$ cat config.mk
export PLATFORM = sky130hd
export DESIGN_NAME = varredor_display
export DESIGN_NICKNAME = d
export VERILOG_FILES = /design/src/rtl/varredor_display.sv
export SDC_FILE = /design/constraint.sdc
export NUM_CORES = 1
export LEC_CHECK = 0
export ABC_AREA = 1
export ABC_CLOCK_PERIOD_IN_PS = 3550
export BUFFER_PORTS_ARGS = -buffer_cell sky130_fd_sc_hd__buf_2
export CORE_MARGIN = 4
export CORE_UTILIZATION = 55
export CTS_CLUSTER_SIZE = 25
export DETAILED_ROUTE_END_ITERATION = 6
export PLACE_DENSITY = 0.8
export SLEW_MARGIN = 20
export SYNTH_ARGS = -nofsm -noshare
export SYNTH_HDL_FRONTEND = slang
export SYNTH_SLANG_ARGS = --single-unit
$ cat constraint.sdc
create_clock -name clock_entrada -period 3.55 [get_ports clock_entrada]
set_input_delay 0.1775 -clock clock_entrada [delete_from_list [all_inputs] [get_ports clock_entrada]]
set_output_delay 0.1775 -clock clock_entrada [all_outputs]
set_load 0.02 [all_outputs]
$ cat src/rtl/varredor_display.sv
// rtl/varredor_display.sv - four-digit 7-segment scanner with slot FSM, anti-ghost blanking and per-frame snapshots
//
// Purpose:
//   Scans a 4-digit common-anode 7-segment display. Each frame is four slots
//   of SCAN_DIV cycles. Every slot opens with BLANK_CYCLES cycles of all-dark
//   output, which keeps the previous digit's pattern from bleeding into the
//   next digit. Slot 1 shows the action code, slots 2 and 3 stay dark, and
//   slot 4 shows the speed selection plus one, with the decimal point lit.
//   The action code and speed are captured once per frame, at frame start,
//   so a frame never shows a mix of old and new values.
//
//   Optional macro CHANGE_FLASH_EN: when defined, a change of the action code
//   between frames makes digit 1 blink for FLASH_FRAMES frames (dark on frames
//   where the flash counter is odd). When undefined, no flash logic exists.
//
// Ports:
//   clock_entrada       in   system clock
//   reset               in   synchronous, active-high
//   power               in   1 = scanning, 0 = display dark and scan parked
//   acoes[2:0]          in   action code 0..7
//   chave1, chave2      in   speed select bits 0 and 1
//   a..g                out  segment lines, active-low
//   p                   out  decimal point, active-low
//   d1..d4              out  digit enables, active-low
module varredor_display #(
  parameter int SCAN_DIV     = 2048,
  parameter int BLANK_CYCLES = 64,
  parameter int FLASH_FRAMES = 8
) (
  input  logic       clock_entrada,
  input  logic       reset,
  input  logic       power,
  input  logic [2:0] acoes,
  input  logic       chave1,
  input  logic       chave2,
  output logic       a,
  output logic       b,
  output logic       c,
  output logic       d,
  output logic       e,
  output logic       f,
  output logic       g,
  output logic       p,
  output logic       d1,
  output logic       d2,
  output logic       d3,
  output logic       d4
);

  localparam int CW = $clog2(SCAN_DIV);
  localparam logic [CW-1:0] CNT_LAST   = CW'(SCAN_DIV - 1);
  localparam logic [CW-1:0] BLANK_LAST = CW'(BLANK_CYCLES - 1);

  // Reject parameter sets where a slot could not hold both phases.
  if (SCAN_DIV < 4 || SCAN_DIV > 65535 || BLANK_CYCLES < 1 ||
      BLANK_CYCLES > SCAN_DIV - 2 || FLASH_FRAMES < 1) begin : g_bad_params
    $error("varredor_display: parameter out of legal range");
  end

  typedef enum logic [2:0] {
    S1_BLANK = 3'd0,
    S1_SHOW  = 3'd1,
    S2_BLANK = 3'd2,
    S2_SHOW  = 3'd3,
    S3_BLANK = 3'd4,
    S3_SHOW  = 3'd5,
    S4_BLANK = 3'd6,
    S4_SHOW  = 3'd7
  } state_t;

  state_t        state_q, state_d;
  logic [CW-1:0] cnt_q, cnt_d;

  logic [2:0]    act_q;
  logic [1:0]    spd_q;

  logic [6:0]    seg_q, seg_d;   // g f e d c b a
  logic          p_q, p_d;
  logic [3:0]    dig_q, dig_d;   // d4 d3 d2 d1

  logic          frame_start;
  logic          flash_dark;

  // Glyph table, bit order g f e d c b a, active-low.
  function automatic logic [6:0] glyph(input logic [2:0] v);
    case (v)
      3'd0:    return 7'b1000000;
      3'd1:    return 7'b1111001;
      3'd2:    return 7'b0100100;
      3'd3:    return 7'b0110000;
      3'd4:    return 7'b0011001;
      3'd5:    return 7'b0010010;
      3'd6:    return 7'b0000010;
      default: return 7'b1111000;
    endcase
  endfunction

  // While power is low the FSM is parked at slot 1 BLANK with counter 0, so
  // the first powered cycle is automatically a frame start.
  assign frame_start = power && (state_q == S1_BLANK) && (cnt_q == '0);

  // Next-state: BLANK ends after BLANK_CYCLES cycles, SHOW ends at the slot
  // boundary, where the counter also wraps back to zero.
  always_comb begin
    state_d = state_q;
    cnt_d   = cnt_q + 1'b1;
    case (state_q)
      S1_BLANK: if (cnt_q == BLANK_LAST) state_d = S1_SHOW;
      S1_SHOW:  if (cnt_q == CNT_LAST)   state_d = S2_BLANK;
      S2_BLANK: if (cnt_q == BLANK_LAST) state_d = S2_SHOW;
      S2_SHOW:  if (cnt_q == CNT_LAST)   state_d = S3_BLANK;
      S3_BLANK: if (cnt_q == BLANK_LAST) state_d = S3_SHOW;
      S3_SHOW:  if (cnt_q == CNT_LAST)   state_d = S4_BLANK;
      S4_BLANK: if (cnt_q == BLANK_LAST) state_d = S4_SHOW;
      S4_SHOW:  if (cnt_q == CNT_LAST)   state_d = S1_BLANK;
      default:                           state_d = S1_BLANK;
    endcase
    if (cnt_q == CNT_LAST) begin
      cnt_d = '0;
    end
    if (!power) begin
      state_d = S1_BLANK;
      cnt_d   = '0;
    end
  end

  // Pin decode from the current state; registered below for clean pins.
  always_comb begin
    seg_d = 7'h7F;
    p_d   = 1'b1;
    dig_d = 4'hF;
    case (state_q)
      S1_SHOW: begin
        seg_d = glyph(act_q);
        dig_d = flash_dark ? 4'b1111 : 4'b1110;
      end
      S4_SHOW: begin
        seg_d = glyph({1'b0, spd_q} + 3'd1);
        p_d   = 1'b0;
        dig_d = 4'b0111;
      end
      default: begin
        seg_d = 7'h7F;
      end
    endcase
    if (!power) begin
      seg_d = 7'h7F;
      p_d   = 1'b1;
      dig_d = 4'hF;
    end
  end

  always_ff @(posedge clock_entrada) begin
    if (reset) begin
      state_q <= S1_BLANK;
      cnt_q   <= '0;
      act_q   <= '0;
      spd_q   <= '0;
      seg_q   <= 7'h7F;
      p_q     <= 1'b1;
      dig_q   <= 4'hF;
    end else begin
      state_q <= state_d;
      cnt_q   <= cnt_d;
      seg_q   <= seg_d;
      p_q     <= p_d;
      dig_q   <= dig_d;
      if (frame_start) begin
        act_q <= acoes;
        spd_q <= {chave2, chave1};
      end
    end
  end

`ifdef CHANGE_FLASH_EN
  localparam int FW = $clog2(FLASH_FRAMES + 1);

  logic [FW-1:0] flash_q;

  // Compared against the snapshot before it is overwritten at frame start.
  always_ff @(posedge clock_entrada) begin
    if (reset || !power) begin
      flash_q <= '0;
    end else if (frame_start) begin
      if (acoes != act_q) begin
        flash_q <= FW'(FLASH_FRAMES);
      end else if (flash_q != '0) begin
        flash_q <= flash_q - 1'b1;
      end
    end
  end

  // An odd count is necessarily nonzero.
  assign flash_dark = flash_q[0];
`else
  assign flash_dark = 1'b0;
`endif

  assign {g, f, e, d, c, b, a} = seg_q;
  assign p                     = p_q;
  assign {d4, d3, d2, d1}      = dig_q;

endmodule

==> flow_metrics.py <==
metrics = {
    "run_status": {
        "status": "completed",
    },
    "clocking": {
        "htreeDepth": 2,
        "postCtsResizedCells": 0,
        "post_cts_buffers": 0,
        "clock-sinks": 29,
        "postCtsHoldBufs": 0,
        "ctsRootBufferMaster": "clkbuf_4",
        "cts_buffer_depth": 2,
        "clkTransAtPathRegs_ps": 100,
        "cts_tree": "built",
        "cts_made_buffers": 5,
        "clk_latency_ps": 330,
    },
    "flow_run": {
        "cap_violations": 0,
    },
    "pwr": {
        "p_int_uw": 563,
        "cellPowerDensity_nw_per_um2": 432,
        "swShare_pct": 21.1,
        "clkPwrFrac_pct": 47.2,
        "combinationalPowerShare_pct": 5.5,
        "irDropWorstVdd_v": 0.000492,
        "p_switching_uw": 151,
        "power_frac_seq_pct": 47.3,
        "total_leakage_power_nw": 0.713,
    },
    "floorplan": {
        "initial_core_util_pct": 58.0,
        "rows": 18,
        "die_x_um": 59.1,
        "die_area_um2": 3490,
        "core_area_um2": 2480,
        "ios": 20,
        "die_h_um": 59.1,
    },
    "min_path": {
        "hold_depth": 3,
        "min_to": "act_q[2]",
        "min_path_type": "primary input to flip-flop",
        "hp-start": "acoes[2]",
    },
    "layout": {
        "final_cell_mix": "nand2_1 (40), nor2_1 (34), dfxtp_1 (29), inv_1 (26), buf_2 (17)",
        "syn2layout_area_growth_pct": 14.9,
        "final_common_cell": "nand2_1",
        "regArea_um2": 581,
        "diodes": 0,
        "drive_gt1_share_pct": 17.1,
        "layout.nets": 235,
        "fill_cells": 224,
        "multi_input_area_um2": 743,
        "final_area_um2": 1650,
    },
    "placement": {
        "place_congestion": 0.803,
        "dpl_cell_area_um2": 1550,
        "dpl.hpwl_um": 2090,
        "portBuffers": 17,
    },
    "grt": {
        "grt_overflow_total": 0,
        "grt_max_degree": 11,
        "grt_usage_pct": 17.6,
        "antenna_found_initial": 0,
        "grt_pass1_vias": 1107,
        "grt_first_pass_wirelength_um": 4640,
    },
    "drt": {
        "num_vias": 1209,
        "remaining_drc_errors": 0,
        "drt_iter0_drc": 49,
        "wire_per_inst_um": 10.8,
        "viasPerCell": 4.89,
        "first_pass_iters": 4,
        "ant_nets": 0,
        "wl_um": 2660,
    },
    "critical_path": {
        "startpoint_type": "flip-flop",
        "r2r-start": "state_q[0]",
        "r2r_slack_ps": 2100,
        "setup.worst_path.class": "flip-flop to flip-flop",
        "r2r-end": "seg_q[4]",
        "crit_path_max_fanout": 7,
        "cp.required_ps": 3760,
        "ff2ff_path_depth": 6,
        "endpoint_kind": "flip-flop",
        "cp.arrival_ps": 1650,
    },
    "logic_synthesis": {
        "avgSynthCellArea_um2": 7.44,
        "netlist_instances": 193,
        "ys_ff_latch": 29,
        "synth.distinct_cells": 26,
        "synth_area_um2": 1440,
        "ys_warn_count": 0,
        "ys_seq_area_share_pct": 40.4,
    },
    "timing": {
        "setup_violations": 0,
        "rsz0062_at_grt": "false",
        "min_period_ps": 1450,
        "skew_ps": 6.52,
        "final-hold-violation-count": 0,
        "drv_slew": 0,
        "min_period_over_period_pct": 40.7,
        "max_clock_freq_mhz": 691,
        "setup_tns_ps": 0,
    },
}
==> per-layer routing <==
layer | part of all wire, % | wire [µm] | up-vias | GRT usage (%)
met5 | 0 | 0 | - | 0
met4 | 1.6 | 42 | 0 | 7.12
met3 | 5.3 | 141 | 5 | 6.32
met2 | 47 | 1240 | 27 | 27.9
met1 | 46 | 1240 | 535 | 21.5
li1 | - | - | 642 | -
==> per-stage QoR <==
stage / hold WS [ps] / power (mW) / std cells / util [%] / worst slack (ps)
2_1_floorplan: 312 / 0.374 / 194 / - / 2320
3_3_place_gp: 400 / 0.382 / 239 / 62.5 / 2180
3_5_place_dp: 416 / 0.384 / 239 / 62.5 / 2120
4_1_cts: 66.7 / 0.719 / 247 / 66.6 / 2110
5_1_grt: 71.8 / 0.739 / 247 / 66.6 / 1950
6_report: 74.8 / 0.714 / 247 / 66.6 / 2100
==> worst max path at each step <==
stage,cells past startpoint,from,endpoint
floorplan,8,cnt_q[0],state_q[0]
global placement,6,state_q[0],seg_q[5]
detailed placement,6,state_q[0],seg_q[2]
CTS,6,state_q[0],seg_q[2]
global route,6,state_q[1],seg_q[4]
finish,6,state_q[0],seg_q[4]
==> state kept, by name, indices dropped and copies added (netlist names) <==
register	cells
state_q	3
cnt_q	11
p	1
spd_q	2
dig_q	2
seg_q	7
act_q	3
==> final cells by class <==
cell class              instances  area share (%)
multi-input cells             136            45.0
clock buffers                   5            2.27
flip-flops and latches         29            35.2
inverters                      27            6.14
repair buffers                 17            5.16
well taps                      30            2.27
clock inverters                 3            3.94
==> worst max-delay path: stages, from the launching register on <==
cell	delay (ps)
dfxtp_1	400
ha_1	230
nand2_1	120
inv_1	170
nand2_1	90
nand2_1	200
o211ai_1	120
==> power groups by stage <==
stage	sequential [mW]	combinational (mW)	clock [mW]
2_1_floorplan	0.343	0.0304	0
3_3_place_gp	0.344	0.0379	0
3_5_place_dp	0.345	0.0387	0
4_1_cts	0.337	0.0390	0.342
5_1_grt	0.339	0.0457	0.355
6_report	0.337	0.0393	0.337
==> cells by family (layout without fill, tap and decap cells) <==
kind of cell,after synthesis,after routing,synth area share (%)
adders and majority gates,11,11,9.58
AOI/OAI and AO/OA,15,15,6.19
buffers and inverters,29,52,8.10
other,1,2,0.261
DFF,29,29,40.4
xor gates and xnor gates,3,3,1.83
and+or+nand+nor,105,105,33.6
==> cells in the mapped netlist <==
cell type,number,area share (%)
o21ai_0,2,0.70
nand3_1,15,5.2
nor3b_1,1,0.52
nand2_1,40,10
nor3_1,2,0.70
a22oi_1,1,0.52
buf_4,2,1.0
a211oi_1,1,0.52
nand2_4,3,2.4
inv_2,1,0.26
nand4_1,3,1.3
nand2_2,2,0.87
dfxtp_1,29,40
nor2_1,34,8.9
inv_1,26,6.8
nand3_4,1,1.2
ha_1,11,9.6
nor2_2,2,0.87
a21oi_1,8,2.8
xor2_1,2,1.2
conb_1,1,0.26
o211ai_1,2,1.0
xnor2_1,1,0.61
nor2_4,1,0.78
o21ai_2,1,0.61
or2_2,1,0.44
No activity file was read; power rests on OpenSTA's default activity.
